<file path="src/rtl/lsu_pkg.sv">
// Shared definitions for the load/store sequencer: funct3 encodings, exception
// causes and the controller state enumeration.
package lsu_pkg;

   // Memory access width encodings in instr[14:12]
   localparam logic [2:0] F3_B  = 3'd0;
   localparam logic [2:0] F3_H  = 3'd1;
   localparam logic [2:0] F3_W  = 3'd2;
   localparam logic [2:0] F3_BU = 3'd4;
   localparam logic [2:0] F3_HU = 3'd5;

   // RISC-V mcause exception codes
   localparam logic [3:0] CAUSE_ILLEGAL     = 4'd2;
   localparam logic [3:0] CAUSE_LD_MISALIGN = 4'd4;
   localparam logic [3:0] CAUSE_LD_FAULT    = 4'd5;
   localparam logic [3:0] CAUSE_ST_MISALIGN = 4'd6;
   localparam logic [3:0] CAUSE_ST_FAULT    = 4'd7;

   typedef enum logic [2:0] {
      IDLE,
      REQ,
      RSP,
      FIN,
      EXC,
      DRAIN
   } lsu_state_e;

endpackage

</file>
<file path="src/rtl/lsu_lane_align.sv">
// Combinational byte-lane logic for a single memory access.
// Ports:
//   store      - 1 for a store, 0 for a load
//   funct3     - access width / signedness
//   addr_lo    - byte offset within the word
//   wdata      - raw store data (rs2)
//   rdata      - raw read word from memory
//   be         - byte enables for the word access
//   wdata_lane - store data replicated across all lanes
//   misaligned - access crosses its natural alignment
//   illegal    - funct3 not a valid load/store encoding
//   ld_data    - load data shifted down and sign/zero-extended
module lsu_lane_align
   import lsu_pkg::*;
(
   input  logic        store,
   input  logic [2:0]  funct3,
   input  logic [1:0]  addr_lo,
   input  logic [31:0] wdata,
   input  logic [31:0] rdata,
   output logic [3:0]  be,
   output logic [31:0] wdata_lane,
   output logic        misaligned,
   output logic        illegal,
   output logic [31:0] ld_data
);

   logic [31:0] shifted;

   always_comb begin
      shifted    = rdata >> {addr_lo, 3'b000};
      be         = 4'b0000;
      wdata_lane = wdata;
      misaligned = 1'b0;
      illegal    = 1'b0;
      ld_data    = shifted;
      case (funct3)
         F3_B: begin
            be         = 4'b0001 << addr_lo;
            wdata_lane = {4{wdata[7:0]}};
            ld_data    = {{24{shifted[7]}}, shifted[7:0]};
         end
         F3_H: begin
            be         = 4'b0011 << addr_lo;
            wdata_lane = {2{wdata[15:0]}};
            misaligned = addr_lo[0];
            ld_data    = {{16{shifted[15]}}, shifted[15:0]};
         end
         F3_W: begin
            be         = 4'b1111;
            misaligned = (addr_lo != 2'b00);
         end
         // Unsigned variants exist only for loads
         F3_BU: begin
            be      = 4'b0001 << addr_lo;
            illegal = store;
            ld_data = {24'h0, shifted[7:0]};
         end
         F3_HU: begin
            be         = 4'b0011 << addr_lo;
            illegal    = store;
            misaligned = addr_lo[0];
            ld_data    = {16'h0, shifted[15:0]};
         end
         default: illegal = 1'b1;
      endcase
   end

endmodule

</file>
<file path="src/rtl/lsu_ctrl.sv">
// Multi-cycle load/store sequencer between execute and one valid/ready data
// memory port. One operation in flight; illegal or misaligned ops trap without
// memory traffic, a missing response times out into an access fault and the
// late response is drained before the next op is accepted.
// Ports:
//   clk, rst_n                 - clock, async active-low reset
//   req_*                      - decoded op from execute (valid/ready)
//   mem_req_*, mem_addr/we/be/wdata - memory request channel
//   mem_rsp_*                  - memory response channel
//   done_*                     - one-cycle completion with optional rd write
//   exc_*                      - one-cycle exception (cause, tval)
//   busy                       - an op is in progress
module lsu_ctrl
   import lsu_pkg::*;
#(
   parameter int unsigned TIMEOUT_CYCLES = 64,
   parameter int unsigned CNT_W          = 16
) (
   input  logic        clk,
   input  logic        rst_n,
   input  logic        req_valid,
   output logic        req_ready,
   input  logic        req_store,
   input  logic [2:0]  req_funct3,
   input  logic [31:0] req_addr,
   input  logic [31:0] req_wdata,
   input  logic [4:0]  req_rd,
   output logic        mem_req_valid,
   input  logic        mem_req_ready,
   output logic [31:0] mem_addr,
   output logic        mem_we,
   output logic [3:0]  mem_be,
   output logic [31:0] mem_wdata,
   input  logic        mem_rsp_valid,
   input  logic [31:0] mem_rsp_rdata,
   input  logic        mem_rsp_err,
   output logic        done_valid,
   output logic        done_wr_valid,
   output logic [4:0]  done_rd,
   output logic [31:0] done_rdata,
   output logic        exc_valid,
   output logic [3:0]  exc_cause,
   output logic [31:0] exc_tval,
   output logic        busy
);

   localparam logic [CNT_W-1:0] CNT_LAST = CNT_W'(TIMEOUT_CYCLES - 1);

   lsu_state_e        state_q, state_d;
   logic              store_q, store_d;
   logic [2:0]        funct3_q, funct3_d;
   logic [31:0]       addr_q, addr_d;
   logic [31:0]       wdata_q, wdata_d;
   logic [4:0]        rd_q, rd_d;
   logic [CNT_W-1:0]  cnt_q, cnt_d;
   logic              drain_q, drain_d;
   logic              err_q, err_d;
   logic [31:0]       ldata_q, ldata_d;
   logic [3:0]        cause_q, cause_d;

   // The aligner classifies the incoming op while idle and formats the
   // captured op afterwards, so one instance serves both.
   logic              al_store;
   logic [2:0]        al_funct3;
   logic [1:0]        al_addr_lo;
   logic [31:0]       al_wdata;
   logic [3:0]        al_be;
   logic [31:0]       al_wdata_lane;
   logic              al_misaligned;
   logic              al_illegal;
   logic [31:0]       al_ld_data;

   assign al_store   = (state_q == IDLE) ? req_store      : store_q;
   assign al_funct3  = (state_q == IDLE) ? req_funct3     : funct3_q;
   assign al_addr_lo = (state_q == IDLE) ? req_addr[1:0]  : addr_q[1:0];
   assign al_wdata   = (state_q == IDLE) ? req_wdata      : wdata_q;

   lsu_lane_align u_lane_align (
      .store      (al_store),
      .funct3     (al_funct3),
      .addr_lo    (al_addr_lo),
      .wdata      (al_wdata),
      .rdata      (mem_rsp_rdata),
      .be         (al_be),
      .wdata_lane (al_wdata_lane),
      .misaligned (al_misaligned),
      .illegal    (al_illegal),
      .ld_data    (al_ld_data)
   );

   assign busy = (state_q != IDLE);

   always_comb begin
      state_d       = state_q;
      store_d       = store_q;
      funct3_d      = funct3_q;
      addr_d        = addr_q;
      wdata_d       = wdata_q;
      rd_d          = rd_q;
      cnt_d         = cnt_q;
      drain_d       = drain_q;
      err_d         = err_q;
      ldata_d       = ldata_q;
      cause_d       = cause_q;
      req_ready     = 1'b0;
      mem_req_valid = 1'b0;
      mem_addr      = 32'h0;
      mem_we        = 1'b0;
      mem_be        = 4'h0;
      mem_wdata     = 32'h0;
      done_valid    = 1'b0;
      done_wr_valid = 1'b0;
      done_rd       = 5'h0;
      done_rdata    = 32'h0;
      exc_valid     = 1'b0;
      exc_cause     = 4'h0;
      exc_tval      = 32'h0;
      unique case (state_q)
         IDLE: begin
            req_ready = 1'b1;
            if (req_valid) begin
               store_d  = req_store;
               funct3_d = req_funct3;
               addr_d   = req_addr;
               wdata_d  = req_wdata;
               rd_d     = req_rd;
               drain_d  = 1'b0;
               err_d    = 1'b0;
               ldata_d  = 32'h0;
               if (al_illegal) begin
                  cause_d = CAUSE_ILLEGAL;
                  state_d = EXC;
               end else if (al_misaligned) begin
                  cause_d = req_store ? CAUSE_ST_MISALIGN : CAUSE_LD_MISALIGN;
                  state_d = EXC;
               end else begin
                  state_d = REQ;
               end
            end
         end
         REQ: begin
            mem_req_valid = 1'b1;
            mem_addr      = {addr_q[31:2], 2'b00};
            mem_we        = store_q;
            mem_be        = al_be;
            mem_wdata     = al_wdata_lane;
            if (mem_req_ready) begin
               cnt_d   = '0;
               state_d = RSP;
            end
         end
         RSP: begin
            if (mem_rsp_valid) begin
               err_d   = mem_rsp_err;
               ldata_d = store_q ? 32'h0 : al_ld_data;
               state_d = FIN;
            end else if (cnt_q == CNT_LAST) begin
               cause_d = store_q ? CAUSE_ST_FAULT : CAUSE_LD_FAULT;
               drain_d = 1'b1;
               state_d = EXC;
            end else begin
               cnt_d = cnt_q + CNT_W'(1);
            end
         end
         FIN: begin
            if (err_q) begin
               exc_valid = 1'b1;
               exc_cause = store_q ? CAUSE_ST_FAULT : CAUSE_LD_FAULT;
               exc_tval  = addr_q;
            end else begin
               done_valid    = 1'b1;
               done_wr_valid = !store_q && (rd_q != 5'd0);
               done_rd       = rd_q;
               done_rdata    = ldata_q;
            end
            state_d = IDLE;
         end
         EXC: begin
            exc_valid = 1'b1;
            exc_cause = cause_q;
            exc_tval  = (cause_q == CAUSE_ILLEGAL) ? 32'h0 : addr_q;
            state_d   = drain_q ? DRAIN : IDLE;
         end
         DRAIN: begin
            // The timed-out response may still arrive; swallow it first
            if (mem_rsp_valid) begin
               state_d = IDLE;
            end
         end
         default: state_d = IDLE;
      endcase
   end

   always_ff @(posedge clk or negedge rst_n) begin
      if (!rst_n) begin
         state_q  <= IDLE;
         store_q  <= 1'b0;
         funct3_q <= 3'h0;
         addr_q   <= 32'h0;
         wdata_q  <= 32'h0;
         rd_q     <= 5'h0;
         cnt_q    <= '0;
         drain_q  <= 1'b0;
         err_q    <= 1'b0;
         ldata_q  <= 32'h0;
         cause_q  <= 4'h0;
      end else begin
         state_q  <= state_d;
         store_q  <= store_d;
         funct3_q <= funct3_d;
         addr_q   <= addr_d;
         wdata_q  <= wdata_d;
         rd_q     <= rd_d;
         cnt_q    <= cnt_d;
         drain_q  <= drain_d;
         err_q    <= err_d;
         ldata_q  <= ldata_d;
         cause_q  <= cause_d;
      end
   end

endmodule
</file>
<file path="config.mk">
export PLATFORM = sky130hd
export DESIGN_NAME = lsu_ctrl
export DESIGN_NICKNAME = d
export VERILOG_FILES = /design/src/rtl/lsu_pkg.sv /design/src/rtl/lsu_lane_align.sv /design/src/rtl/lsu_ctrl.sv
export SDC_FILE = /design/constraint.sdc
export NUM_CORES = 1
export LEC_CHECK = 0
export BUFFER_PORTS_ARGS = -buffer_cell sky130_fd_sc_hd__buf_4
export CAP_MARGIN = 20
export CORE_ASPECT_RATIO = 0.7
export CORE_UTILIZATION = 50
export CTS_BUF_LIST = sky130_fd_sc_hd__clkbuf_4 sky130_fd_sc_hd__clkbuf_8
export CTS_CLUSTER_DIAMETER = 40
export DETAILED_ROUTE_END_ITERATION = 12
export PLACE_DENSITY = 0.89
export SYNTH_ARGS = -nofsm -noshare
export SYNTH_HDL_FRONTEND = slang
export SYNTH_HIERARCHICAL = 1
export SYNTH_SLANG_ARGS = --single-unit
export TNS_END_PERCENT = 1
</file>
<file path="constraint.sdc">
create_clock -name clk -period 3.5 [get_ports clk]
set_input_delay 0.35 -clock clk [delete_from_list [all_inputs] [get_ports clk]]
set_output_delay 0.35 -clock clk [all_outputs]
set_load 0.02 [all_outputs]
</file>
## Word level (Yosys, flattened, before mapping)

Cells that the tools add are included.

| word-level totals | value |
|---|---|
| register bits after elaboration | 130 |
| output and inout port bits | 148 |
| logic and storage cells | 115 |

| cells by class | value |
|---|---|
| $add $sub $neg | 1 |
| equality and inequality tests | 20 |
| shift-type cells | 3 |
| muxes and demuxes | 61 |
| reductions and logical operators | 19 |

Operator list:

| operator | count |
|---|---|
| 32-bit 2-to-1 mux | 10 |
| 32-bit one-hot mux with 2 select lines | 3 |
| 32-bit one-hot mux with 4 select lines | 1 |
| 16-bit 2-to-1 mux | 3 |
| 16-bit one-hot mux with 2 select lines | 1 |
| 32-bit by 5-bit right shift with 32-bit output | 1 |
| 3-bit 2-to-1 mux | 10 |
| 4-bit 2-to-1 mux | 6 |
| 16-bit by 1-bit adder with 16-bit output, second input constant | 1 |
| 16-bit by 6-bit == test with 1-bit output, second input constant | 1 |
| 4-bit one-hot mux with 2 select lines | 2 |
| 3-bit one-hot mux with 5 select lines | 1 |
| 2-bit != test, second input constant | 7 |
| 1-bit 2-to-1 mux | 13 |
| 3-bit == test, second input constant | 4 |
| 4-bit one-hot mux with 3 select lines | 1 |
| 4-bit AND reduction | 3 |
| 5-bit 2-to-1 mux | 2 |
| 1-bit one-hot mux with 2 select lines | 5 |
| 3-bit by 2-bit == test with 1-bit output, second input constant | 3 |
| 3-bit by 1-bit == test with 1-bit output, second input constant | 2 |
| 3-bit zero test | 2 |
| 2-bit 2-to-1 mux | 3 |
| 3-bit != test, second input constant | 2 |
| other kinds (13) | 17 |

## Depth between registers and ports, before layout

| logic depth | value |
|---|---|
| depth after elaboration | 9 |
| depth in mapped cells | 16 |
| depth with buffers taken out | 12 |

## Cells and area by module

Netlist, hierarchy kept.

Modules (own cells, without submodules):

| module | times used | cells each | area an instance (um2) | sequential area each (um2) |
|---|---|---|---|---|
| lsu_ctrl | 1 | 747 | 6,986.7 | 3,228.1 |
| lsu_lane_align | 1 | 184 | 1,212.4 | 0.0 |

## Worst setup path after synthesis

Ideal clock, no wire load.

| timing | value |
|---|---|
| kind | register -> register |
| start point | reg state_q[2] |
| end point | reg cause_q[0] |
| library setup time | 0.121 ns |
| arrival time | 2.775 ns |
| path slack | 0.604 ns |
| stages on the path, launching flop included | 16 |
| buffers on the path | 5 |
| clock period less this slack | 2.896 ns |
| cell sequence | dfrtp_1 > buf_6 > or3_1 > buf_2 > clkinv_2 > clkbuf_1 > nand2_1 > nand2_1 > buf_4 > buf_2 > a21oi_1 > nor2_1 > nor2_1 > o21ai_0 > o221ai_1 > a22o_1 |

| on the way | value |
|---|---|
| longest elaborated chain between the ends | 8 |

Ends and longest elaborated chain:

| what | line | source |
|---|---|---|
| start: declaration | lsu_ctrl.sv:49 | `lsu_state_e state_q, state_d;` |
| start signal: assignment | lsu_ctrl.sv:208 | `state_q <= state_d;` |
| 3-bit zero test * | lsu_ctrl.sv:74 | `assign al_funct3 = (state_q == IDLE) ? req_funct3 : funct3_q;` |
| 3-bit 2-to-1 mux * | lsu_ctrl.sv:74 |  |
| named net al_funct3[0] | lsu_ctrl.sv:64 | `logic [2:0] al_funct3;` |
| 3-bit by 2-bit == test with 1-bit output (tied with other cells) | lsu_lane_align.sv:37 | `case (funct3)` |
| 3-bit OR reduction (no line) / 2-bit OR reduction (equally long branches) | -- |  |
| 1-bit one-hot mux with 2 select lines * | lsu_lane_align.sv:37 |  |
| named net al_illegal | lsu_ctrl.sv:70 | `logic al_illegal;` |
| 4-bit 2-to-1 mux | lsu_ctrl.sv:130 | `if (al_illegal) begin` |
| 4-bit 2-to-1 mux | lsu_ctrl.sv:121 | `if (req_valid) begin` |
| 4-bit one-hot mux with 2 select lines | lsu_ctrl.sv:118 | `unique case (state_q)` |
| end signal: assignment | lsu_ctrl.sv:218 | `cause_q <= cause_d;` |
| end: declaration | lsu_ctrl.sv:59 | `logic [3:0] cause_q, cause_d;` |

Mark *: on every way through the listed nets, which the timed path passes. The rest lies on a longest branch. The select of a mux whose other input is x is not followed.
A chain may end at the register's enable or synchronous reset.

## Worst setup path after layout

| timing | value |
|---|---|
| start point | reg state_q[0] |
| end point | out mem_wdata[22] |

| on the way | value |
|---|---|
| longest elaborated chain between the ends | 5 |

Ends and longest elaborated chain:

| what | line | source |
|---|---|---|
| 3-bit zero test * | lsu_ctrl.sv:74 |  |
| 3-bit 2-to-1 mux * | lsu_ctrl.sv:74 |  |
| named net al_funct3[2] | lsu_ctrl.sv:64 |  |
| 3-bit by 1-bit == test with 1-bit output / 3-bit zero test (equally long branches) | lsu_lane_align.sv:37 |  |
| 32-bit one-hot mux with 2 select lines * | lsu_lane_align.sv:37 |  |
| named net al_wdata_lane[22] | lsu_ctrl.sv:68 | `logic [31:0] al_wdata_lane;` |
| 32-bit 2-to-1 mux * | lsu_ctrl.sv:118 |  |
| end: declaration | lsu_ctrl.sv:33 | `output logic [31:0] mem_wdata,` |

Mark *: on every way through the listed nets, which the timed path passes. The rest lies on a longest branch.

==> results.cfg <==
[setup_path]
cp.arrival_ns = 2.99
regToRegSetupSlack_ns = 0.40
critPathLaunchType = register
reg2reg_depth = 12
cp_common_cell = buf_4
crit_path_max_fanout = 28
r2r-start = state_q[0]
crit_slowest_cell = or3_4
cp-end-kind = output port
slowest_delay_ns = 0.48
timing.rr.end = state_q[0]
critical_path_class = register to output port
path_cells = or3_4 -> buf_4 -> nand2_1 -> nand2_1 -> nor2_2 -> buf_4 -> mux2_2 -> and2_1 -> buf_4
crit_required_ns = 3.15
crit_path_start = state_q[0]

[drt]
num_vias = 7780
wl_um = 23800
ant_nets = 0
wl_per_cell_um = 17.2
dr.pass1.iters = 5
drtIter0Drc = 719
vias_per_cell = 5.63
drc_errors = 0

[timing]
clock_skew_ns = 0.0227
hold_viol = 0
setup-tns-final_ns = 0
rsz0062_at_grt = no
setup_viol = 0
finalCritPeriodShare = 0.953
finalMaxSlewViolations = 0
fmaxAchievable_mhz = 300
relSlewSlack = 0.333
worstMarginPinSlew_ns = 1.00
min_period_ns = 3.34

[job]
cap_violations = 0

[power]
ir_drop_v = 0.000614
leakagePower_nw = 5.08
p_per_area_mw_per_mm2 = 898

[yosys]
synthArstFlopShare = 1.00
yosysTopAreaCell = dfrtp_1
synth_edf_count = 0
ys_types = 68
synth_area_mm2 = 0.00820
ys_seq_area_frac = 0.394
synth_ff_type = dfrtp_1
avgSynthCellArea_um2 = 8.81
yosysWarnings = 6
synthCells = 931
synth_seq_cells = 129
netlist_top_cells_area = dfrtp_1, mux2_2, and2_1
synth_top_area_frac = 0.394

[cts]
cts-root-buf = clkbuf_8
clock_latency_ns = 0.45
cts_tree = yes
clk_path_buf_depth = 2
cts_sinks = 129
clkTransAtPathRegs_ns = 0.09
htree_levels = 4
cts_made_buffers = 17

[global_routing]
grt_pass1_wl_um = 37600
grt_pass1_vias = 7318
grt_overflow_total = 0
grt_antenna_before_repair = 0
grt_use_total = 0.284
grt_max_degree = 116

[place]
gp_congestion = 0.950
dp_hpwl_um = 17100
port_buffers = 255
placedCellCount = 1348

[floorplanning]
rows = 38
die_area_mm2 = 0.0169
fp.dieH_um = 109
die_x_um = 155
start_util = 0.521
coreArea_mm2 = 0.0157
ioPinCount = 259

[finish]
fin_cells = 1383
drive_gt1_frac = 0.359
layout_commonest_cell = buf_4
finalNetCount = 1262
area_growth_pct = 28.5
final_cell_mix = buf_4, nand2_1, and2_1
n_antenna_cell = 0

[hold_path]
hold_path.class = input pin to register
min_path_cells = 2
holdPathEnd = addr_q[16]
min_from = req_addr[16]

[status]
outcome = completed
final cells by class:
cell class / count / area [um2]
repair buffers: 276 / 2110
multi-input cells: 713 / 4500
well taps: 220 / 275
clock inverters: 14 / 133
inverters: 13 / 53.8
fillers: 1234 / 5200
clock buffers: 18 / 241
flip-flops and latches: 129 / 3230
sequential cells by signal, summed over array words and instances (netlist names):
| name | cells |
|---|---|
| wdata_q | 32 |
| funct3_q | 3 |
| drain_q | 1 |
| rd_q | 5 |
| store_q | 1 |
| err_q | 1 |
| cnt_q | 16 |
| state_q | 3 |
| addr_q | 32 |
| cause_q | 3 |
| ldata_q | 32 |
power by group:
| part | leakage, nW | switching [mW] | total (mW) | internal [mW] |
|---|---|---|---|---|
| Clock | 0.172 | 0.651 | 1.23 | 0.577 |
| Combinational | 3.28 | 3.34 | 5.80 | 2.46 |
| Sequential | 1.62 | 0.364 | 2.43 | 2.07 |
| Total | 5.08 | 4.36 | 9.46 | 5.10 |
layer usage:
layer  global-route usage  share of wire  up-vias
met2                0.454           0.47      404
met1                0.382           0.43     3724
met3               0.0652          0.088       53
met5                    0              0        -
met4               0.0926          0.017        0
li1                     -              -     3599
timing repair:
action / 4_1_cts / 5_1_grt
hold buffers: 0 / 1
resized for setup: 2 / 0
endpoints found under the hold margin: 0 / 48
endpoints found under the setup margin: 19 / 0
buffers inserted: 1 / 0
cells by family (layout without fill, tap and decap cells):
| group | count (synthesis) | after routing | share of synthesized area |
|---|---|---|---|
| other | 1 | 3 | 0.000457 |
| buffers and inverters | 91 | 321 | 0.0620 |
| adder cells (fa/ha/maj) | 1 | 1 | 0.00153 |
| AND/OR/NAND/NOR | 436 | 436 | 0.266 |
| AO/OA/AOI/OAI | 157 | 157 | 0.121 |
| multiplexers | 116 | 116 | 0.155 |
| flip-flops | 129 | 129 | 0.394 |
worst max-delay path by stage:
stage                     cells after the start  slack [ns]             to
after floorplan                              15        0.60     cause_q[0]
after global placement                       12        0.32     state_q[0]
after detailed placement                     12        0.25     state_q[0]
after CTS                                     9        0.18  mem_wdata[22]
after global routing                          9       0.004  mem_wdata[19]
final                                         9        0.16  mem_wdata[22]
synthesized netlist by cell type (3+ instances only):
cell	count
nor3_1	7
a211oi_1	8
buf_2	19
a21o_1	3
mux2_2	90
mux2i_1	26
a22oi_1	4
nand3_1	5
nand2b_1	4
nand2_1	211
a21oi_1	29
nand4_1	8
buf_6	11
dfrtp_1	129
inv_1	11
o21ai_0	54
nor4_1	5
o21ai_1	7
clkbuf_1	29
a31oi_1	14
o31ai_1	4
and2_1	138
nor2_1	26
buf_4	15
nor2b_1	10
a221o_1	3
o21ai_2	3
and4_1	4
stage by stage:
step / setup WS [ns] / total power, mW / area, um2 / utilization / hold WS [ns]
after floorplan: 0.604 / 6.56 / 8210 / - / 0.0544
after global placement: 0.324 / 7.94 / 10100 / 0.642 / 0.454
after detailed placement: 0.245 / 8.10 / 10100 / 0.642 / 0.462
after CTS: 0.177 / 9.41 / 10500 / 0.667 / 0.108
after global routing: 0.00411 / 10.1 / 10500 / 0.670 / 0.104
final: 0.165 / 9.46 / 10500 / 0.670 / 0.129
critical path: cells and delay by family, from the launching register on:
| family | cells | cell delay (ns) |
|---|---|---|
| and+or+nand+nor | 5 | 1.03 |
| DFF | 1 | 0.39 |
| muxes | 1 | 0.37 |
| buffers and inverters | 3 | 0.75 |
Power figures use the tool's default switching activity.
